**src/rtl/vtb_pkg.sv**
```systemverilog
// Shared constants for voltage_text_buffer: ASCII codes, row layout offsets,
// FSM state encoding and a small power-of-ten helper.
package vtb_pkg;

    localparam logic [6:0] ASC_V     = 7'h56;
    localparam logic [6:0] ASC_SPACE = 7'h20;
    localparam logic [6:0] ASC_DASH  = 7'h2D;
    localparam logic [6:0] ASC_ZERO  = 7'h30;

    // Character offsets inside one channel row
    localparam int OFF_HEAD_V = 0;
    localparam int OFF_TENS   = 1;
    localparam int OFF_UNITS  = 2;
    localparam int OFF_SP0    = 3;
    localparam int OFF_DASH   = 4;
    localparam int OFF_SP1    = 5;
    localparam int OFF_DIG    = 6;

    typedef enum logic [1:0] {
        ST_IDLE  = 2'd0,
        ST_SHIFT = 2'd1,
        ST_WRITE = 2'd2
    } vtb_state_e;

    // 10^n for the small digit counts used here (n <= 5)
    function automatic int unsigned pow10(input int unsigned n);
        int unsigned r;
        r = 1;
        for (int i = 0; i < 5; i++) begin
            if (i < n) r = r * 10;
        end
        return r;
    endfunction

endpackage

```
**src/rtl/bin2bcd_seq.sv**
```systemverilog
// Iterative double-dabble converter: one shift/add-3 step per cycle,
// VAL_W steps after start_i. bcd_o holds DIGITS nibbles, nibble 0 = LSD.
// done_o is high in the cycle whose edge performs the final step.
module bin2bcd_seq
    import vtb_pkg::*;
#(
    parameter int VAL_W  = 12,
    parameter int DIGITS = 4
) (
    input  logic                  clk_i,
    input  logic                  rst_n_i,
    input  logic                  start_i,
    input  logic [VAL_W-1:0]      bin_i,
    output logic                  busy_o,
    output logic                  done_o,
    output logic [DIGITS*4-1:0]   bcd_o
);

    localparam int CNT_W = $clog2(VAL_W + 1);

    logic [VAL_W-1:0]    bin_q, bin_d;
    logic [DIGITS*4-1:0] bcd_q, bcd_d;
    logic [DIGITS*4-1:0] adj;
    logic [CNT_W-1:0]    cnt_q, cnt_d;
    logic                busy_q, busy_d;

    // Next-state: load on start, otherwise add-3 correct then shift one bit in
    always_comb begin
        adj = bcd_q;
        for (int i = 0; i < DIGITS; i++) begin
            if (bcd_q[4*i +: 4] >= 4'd5) adj[4*i +: 4] = bcd_q[4*i +: 4] + 4'd3;
        end
        bin_d  = bin_q;
        bcd_d  = bcd_q;
        cnt_d  = cnt_q;
        busy_d = busy_q;
        if (start_i) begin
            bin_d  = bin_i;
            bcd_d  = '0;
            cnt_d  = '0;
            busy_d = 1'b1;
        end else if (busy_q) begin
            bcd_d = {adj[DIGITS*4-2:0], bin_q[VAL_W-1]};
            bin_d = bin_q << 1;
            cnt_d = cnt_q + 1'b1;
            if (cnt_q == CNT_W'(VAL_W - 1)) busy_d = 1'b0;
        end
    end

    // Control registers: step counter and busy flag
    always_ff @(posedge clk_i) begin
        if (!rst_n_i) begin
            cnt_q  <= '0;
            busy_q <= 1'b0;
        end else begin
            cnt_q  <= cnt_d;
            busy_q <= busy_d;
        end
    end

    // Datapath registers: shift source and BCD accumulator
    always_ff @(posedge clk_i) begin
        bin_q <= bin_d;
        bcd_q <= bcd_d;
    end

    assign busy_o = busy_q;
    assign done_o = busy_q && (cnt_q == CNT_W'(VAL_W - 1));
    assign bcd_o  = bcd_q;

endmodule

```
**src/rtl/voltage_text_buffer.sv**
```systemverilog
// Live channel-label text source for the 16x16 character renderer.
// Each row reads "V<nn> - <digits> V"; digits come from values accepted on
// the val_* handshake, converted to BCD and stored per channel.
// Optional macro VTB_LEADING_ZERO_BLANK_EN blanks leading zero digits.
module voltage_text_buffer
    import vtb_pkg::*;
#(
    parameter int CHANNELS  = 13,
    parameter int VAL_W     = 12,
    parameter int DIGITS    = 4,
    parameter int ROW_CHARS = 12
) (
    input  logic              clk,
    input  logic              rst_n,
    input  logic [7:0]        text_xy,
    output logic [6:0]        char_code,
    input  logic              val_valid,
    input  logic [3:0]        val_ch,
    input  logic [VAL_W-1:0]  val_data,
    output logic              val_ready
);

    vtb_state_e          state_q, state_d;
    logic [3:0]          ch_q;
    logic                sat_q;
    logic [DIGITS*4-1:0] store_q [CHANNELS];
    logic [6:0]          char_code_q, char_code_d;

    logic                xfer, start, write_en;
    logic                eng_busy, eng_done;
    logic [DIGITS*4-1:0] eng_bcd;

    assign val_ready = rst_n && (state_q == ST_IDLE);
    assign xfer      = val_valid && val_ready;
    // Out-of-range channels complete the handshake but are dropped here
    assign start     = xfer && (int'(val_ch) < CHANNELS);

    bin2bcd_seq #(
        .VAL_W  (VAL_W),
        .DIGITS (DIGITS)
    ) u_bin2bcd (
        .clk_i   (clk),
        .rst_n_i (rst_n),
        .start_i (start),
        .bin_i   (val_data),
        .busy_o  (eng_busy),
        .done_o  (eng_done),
        .bcd_o   (eng_bcd)
    );

    // FSM next state: IDLE -> SHIFT on accepted value, SHIFT -> WRITE on last step
    always_comb begin
        state_d  = state_q;
        write_en = 1'b0;
        unique case (state_q)
            ST_IDLE:  if (start) state_d = ST_SHIFT;
            ST_SHIFT: if (eng_done) state_d = ST_WRITE;
            ST_WRITE: begin
                write_en = !eng_busy;
                state_d  = ST_IDLE;
            end
            default:  state_d = ST_IDLE;
        endcase
    end

    // FSM state register
    always_ff @(posedge clk) begin
        if (!rst_n) state_q <= ST_IDLE;
        else        state_q <= state_d;
    end

    // Capture target channel and saturation decision at the transfer edge
    always_ff @(posedge clk) begin
        if (start) begin
            ch_q  <= val_ch;
            sat_q <= 32'(val_data) > (pow10(DIGITS) - 1);
        end
    end

    // Digit store: cleared by reset, whole channel written in the WRITE cycle
    always_ff @(posedge clk) begin
        if (!rst_n) begin
            for (int c = 0; c < CHANNELS; c++) store_q[c] <= '0;
        end else if (write_en) begin
            store_q[ch_q] <= sat_q ? {DIGITS{4'd9}} : eng_bcd;
        end
    end

    // Read mux: decode text_xy into row/offset and pick the character
    always_comb begin
        int                  row_i;
        int                  off_i;
        logic [3:0]          row_idx;
        logic [DIGITS*4-1:0] digs;
        logic [3:0]          nib;
        logic                lz;

        char_code_d = ASC_SPACE;
        row_i       = 0;
        off_i       = 0;
        row_idx     = '0;
        digs        = '0;
        nib         = '0;
        lz          = 1'b1;
        if (int'(text_xy) < CHANNELS * ROW_CHARS) begin
            row_i   = int'(text_xy) / ROW_CHARS;
            off_i   = int'(text_xy) % ROW_CHARS;
            row_idx = row_i[3:0];
            digs    = store_q[row_idx];
            if (off_i == OFF_HEAD_V)              char_code_d = ASC_V;
            else if (off_i == OFF_TENS)           char_code_d = ASC_ZERO + 7'((row_i + 1) / 10);
            else if (off_i == OFF_UNITS)          char_code_d = ASC_ZERO + 7'((row_i + 1) % 10);
            else if (off_i == OFF_DASH)           char_code_d = ASC_DASH;
            else if (off_i == OFF_DIG + DIGITS + 1) char_code_d = ASC_V;
            for (int d = 0; d < DIGITS; d++) begin
                nib = digs[4*(DIGITS-1-d) +: 4];
                if (nib != 4'd0) lz = 1'b0;
                if (off_i == OFF_DIG + d) begin
`ifdef VTB_LEADING_ZERO_BLANK_EN
                    if (lz && (d != DIGITS - 1)) char_code_d = ASC_SPACE;
                    else                         char_code_d = ASC_ZERO + {3'b000, nib};
`else
                    char_code_d = ASC_ZERO + {3'b000, nib};
`endif
                end
            end
        end
    end

    // Registered character output, one cycle behind text_xy
    always_ff @(posedge clk) begin
        if (!rst_n) char_code_q <= ASC_SPACE;
        else        char_code_q <= char_code_d;
    end

    assign char_code = char_code_q;

endmodule

```
**config.mk**
```make
export PLATFORM = sky130hd
export DESIGN_NAME = voltage_text_buffer
export DESIGN_NICKNAME = d
export VERILOG_FILES = /design/src/rtl/vtb_pkg.sv /design/src/rtl/bin2bcd_seq.sv /design/src/rtl/voltage_text_buffer.sv
export SDC_FILE = /design/constraint.sdc
export NUM_CORES = 1
export LEC_CHECK = 0
export ABC_AREA = 0
export CAP_MARGIN = 30
export CELL_PAD_IN_SITES_DETAIL_PLACEMENT = 1
export CELL_PAD_IN_SITES_GLOBAL_PLACEMENT = 2
export CORE_MARGIN = 4
export CORE_UTILIZATION = 30
export CTS_BUF_LIST = sky130_fd_sc_hd__clkbuf_2 sky130_fd_sc_hd__clkbuf_4 sky130_fd_sc_hd__clkbuf_8
export CTS_CLUSTER_SIZE = 20
export DETAILED_ROUTE_END_ITERATION = 10
export PLACE_DENSITY = 0.59
export SLEW_MARGIN = 10
export SYNTH_ARGS = -nofsm -noshare
export SYNTH_HDL_FRONTEND = slang
export SYNTH_SLANG_ARGS = --single-unit
```
**constraint.sdc**
```tcl
create_clock -name clk -period 8.3 [get_ports clk]
set_input_delay 1.66 -clock clk [delete_from_list [all_inputs] [get_ports clk]]
set_output_delay 1.66 -clock clk [all_outputs]
set_load 0.02 [all_outputs]
```
==> summary.txt <==
Status
  – Run status: complete, no violations

Detailed routing
  – DRC errors left: 0
  – Vias: 10954
  – Pre-Repair DR Iteration Count: 5
  – Routed Antenna Nets: 0
  – DR vias/cell: 5.25
  – Avg WL per Cell: 23.7 um
  – 1st-iter DRT viols: 677
  – Total Wirelength: 49500 um

Synthesis
  – Post-synth EDFFs: 272
  – Net Count, Synth: 1376
  – Async S/R FF share, synth: 0%
  – Avg Cell Area, Syn: 11.5 um2
  – Ys flop type: edfxtp_1
  – Cell Area, Synth: 15200 um2
  – Count of cell types in the netlist: 81
  – Yosys reg bits: 302
  – Sequential area share after synthesis: 57.5%
  – Yosys Warn Count: 0
  – Synth Instances: 1330

CTS
  – CTS Buf Count: 56
  – CTS tree: done
  – Clock transition at the registers of the reported paths: 0.06 ns
  – Clk_lat worst skew: 0.65 ns
  – Root buffer cell: clkbuf_8
  – Hold buffers post-CTS: 0
  – Setup repair bufs after CTS: 0
  – CTS sink count: 302
  – CTS Buffer Depth: 3
  – Post-CTS resize count: 0
  – H-tree levels: 2

GRT
  – Initial antenna violation count: 0
  – Vias in the first global route: 11434
  – Grt total ovfl: 0
  – Total track usage: 18.2%
  – First-pass GRT wire length: 74800 um
  – Largest net degree at the start of global routing: 130

Power and ir drop
  – Int Pwr: 2.75 mW
  – Pwr dens: 228 nW/um2
  – Leakage power: 6.15 nW
  – Switching Share: 31.2%
  – Clock network fraction of design power: 35.2%
  – Comb pwr share: 18.9%
  – Maximum VDD drop: 0.000114 V
  – Sw Pwr: 1.25 mW
  – Seq pwr share: 45.9%

STA
  – Post-layout min period: 7.13 ns
  – Setup violators final: 0
  – Normalized max-slew margin: 37.7%
  – Skew final: 0.0256 ns
  – Setup Total Neg Slack: 0 ns
  – Fmax: 140 MHz
  – Post-route setup slack: 1.17 ns
  – Worst Max-Slew Pin Slew: 0.922 ns
  – Final hold violation count: 0
  – Final Slew Violations: 0
  – RSZ-0062 raised after global routing: false
  – Period utilisation layout: 85.9%

Cells and area
  – P&R area growth vs syn: 15.2%
  – # nets final: 1414
  – Share of cells above drive strength 1: 13.7%
  – Core Util, Final: 35.0%

Die
  – Core ar.: 50200 um2
  – Die ar.: 54500 um2
  – Io pins: 35
  – Starting Density: 30.4%
  – Die width: 233 um
  – Rows: 82
  – Vert. Die Dim: 233 um

Setup path
  – CP required: 8.82 ns
  – Cell mode on critical path: ha_1
  – CP Capture Type: flip-flop
  – Slowest-stage cell, CP: nor4_4
  – Worst EP arrival: 7.66 ns
  – R2R setup slack: 4.92 ns
  – Worst path max stage delay: 0.46 ns
  – Reg2reg start: state_q[0]
  – CP Class: input pin to flip-flop
  – R2R depth: 7
  – Capturing point of the worst reg2reg path: store_q[8][11]
  – Worst Path Max Fanout: 19
  – Worst setup SP type: input pin

Hold path
  – Hold Path End: u_bin2bcd.bcd_o[0]
  – Hold Path Cell Cnt: 2
  – HP Start: u_bin2bcd.bin_q[11]
  – Worst Hold Class: flip-flop to flip-flop

Place
  – Pre-CTS setup slack: 0.567 ns
  – # port buffers: 34
  – DP HPWL: 30400 um
  – Final Wtd Congestion: 0.785

Run
  – Max_cap viols: 0
## worst max-delay path: cells and delay by family
kind                       cells  cell delay [ns]
xor gates and xnor gates       2             0.55
AOI/OAI and AO/OA              7             1.51
adders and majority gates      6             1.68
buffers and inverters          5             0.89
and+or+nand+nor                6             1.35
## logic make-up after synthesis
| family | count (synthesis) | synth area share (%) |
|---|---|---|
| simple gates | 562 | 19.5 |
| fa+ha+maj | 19 | 1.56 |
| mux | 124 | 8.62 |
| buf+inv | 128 | 3.59 |
| flops | 302 | 57.5 |
| compound gates | 182 | 8.49 |
| xor+xnor | 13 | 0.747 |
## cell usage after synthesis, drive strengths merged (4+ instances only)
cell | count | area [um2]
edfxtp | 272 | 8170
nand2 | 139 | 522
and2 | 108 | 676
mux2i | 105 | 1050
nor3 | 92 | 482
nand3 | 65 | 335
clkbuf | 58 | 219
buf | 45 | 235
nor2 | 44 | 165
o21ai | 43 | 215
nor4 | 41 | 272
a21oi | 34 | 170
dfxtp | 30 | 601
inv | 25 | 93.8
ha | 19 | 238
and3 | 18 | 113
a311oi | 16 | 140
mux2 | 15 | 169
nand2b | 14 | 87.6
a211oi | 10 | 87.6
xnor2 | 10 | 87.6
a31oi | 8 | 56.3
nor2b | 8 | 50.1
a2111oi | 7 | 80.1
nor3b | 6 | 45.0
o211ai | 6 | 45.0
nand4 | 5 | 31.3
o22ai | 5 | 31.3
a221o | 4 | 40.0
a221oi | 4 | 35.0
a32oi | 4 | 42.6
mux4 | 4 | 90.1
nand3b | 4 | 30.0
o31ai | 4 | 30.0
## routing by layer
| metal | vias up | share of wire [%] | track usage [%] | routed length (um) |
|---|---|---|---|---|
| met5 | - | 0 | 0 | 0 |
| met4 | 0 | 1.7 | 4.18 | 851 |
| met3 | 60 | 5.3 | 3.65 | 2600 |
| met2 | 232 | 48 | 31.0 | 24000 |
| met1 | 5586 | 45 | 24.0 | 22000 |
| li1 | 5076 | - | - | - |
## cell usage in the layout (no fill, tap or decap), drive strengths merged, types with 43 or more instances in the layout
cell    instances
and2          108
nor3           92
mux2i         105
clkbuf         86
nand3          65
edfxtp        272
nand2         139
buf            49
nor2           44
o21ai          43
## final cells by class
| cell class | count | area, um2 |
|---|---|---|
| Antenna cell | 1 | 2.50 |
| Clock buffer | 86 | 1000 |
| Clock inverter | 17 | 87.6 |
| Fill cell | 5437 | 32600 |
| Inverter | 25 | 93.8 |
| Multi-Input combinational cell | 900 | 5970 |
| Sequential cell | 302 | 8770 |
| Tap cell | 672 | 841 |
| Timing Repair Buffer | 83 | 796 |
## metrics by stage
step	std cells	area [um2]	hold WS, ns	power [mW]
after floorplan	1330	15200	0.457	2.32
after global placement	1973	16300	0.500	2.61
after detailed placement	1980	16400	0.507	2.63
after CTS	2083	17500	0.522	4.07
after global routing	2085	17600	0.563	4.22
final	2086	17600	0.515	4.00
## power by group through the flow
stage	sequential (mW)	clock, mW	combinational, mW
2_1_floorplan	1.82	0	0.508
3_3_place_gp	1.88	0	0.737
3_5_place_dp	1.87	0	0.758
4_1_cts	1.84	1.46	0.762
5_1_grt	1.85	1.54	0.831
6_report	1.84	1.41	0.755
## worst max-delay path by stage
stage | from | end | slack [ns] | cells after the start
finish | text_xy[6] | char_code[6] | 1.17 | 26
detailed placement | text_xy[6] | char_code[6] | 0.57 | 26
floorplan | text_xy[6] | char_code[6] | 0.93 | 30
global route | text_xy[6] | char_code[5] | 0.74 | 26
global placement | text_xy[6] | char_code[6] | 0.70 | 26
CTS | text_xy[6] | char_code[6] | 1.26 | 26
## flip-flops by register name, summed over array words and instances (netlist names)
register and flops:
ch_q 4, char_code 7, state_q 2, store_q 256, u_bin2bcd.bcd_o 16, u_bin2bcd.bin_q 12, u_bin2bcd.busy_o 1, u_bin2bcd.cnt_q 4
No activity file was read; power rests on OpenSTA's default activity.
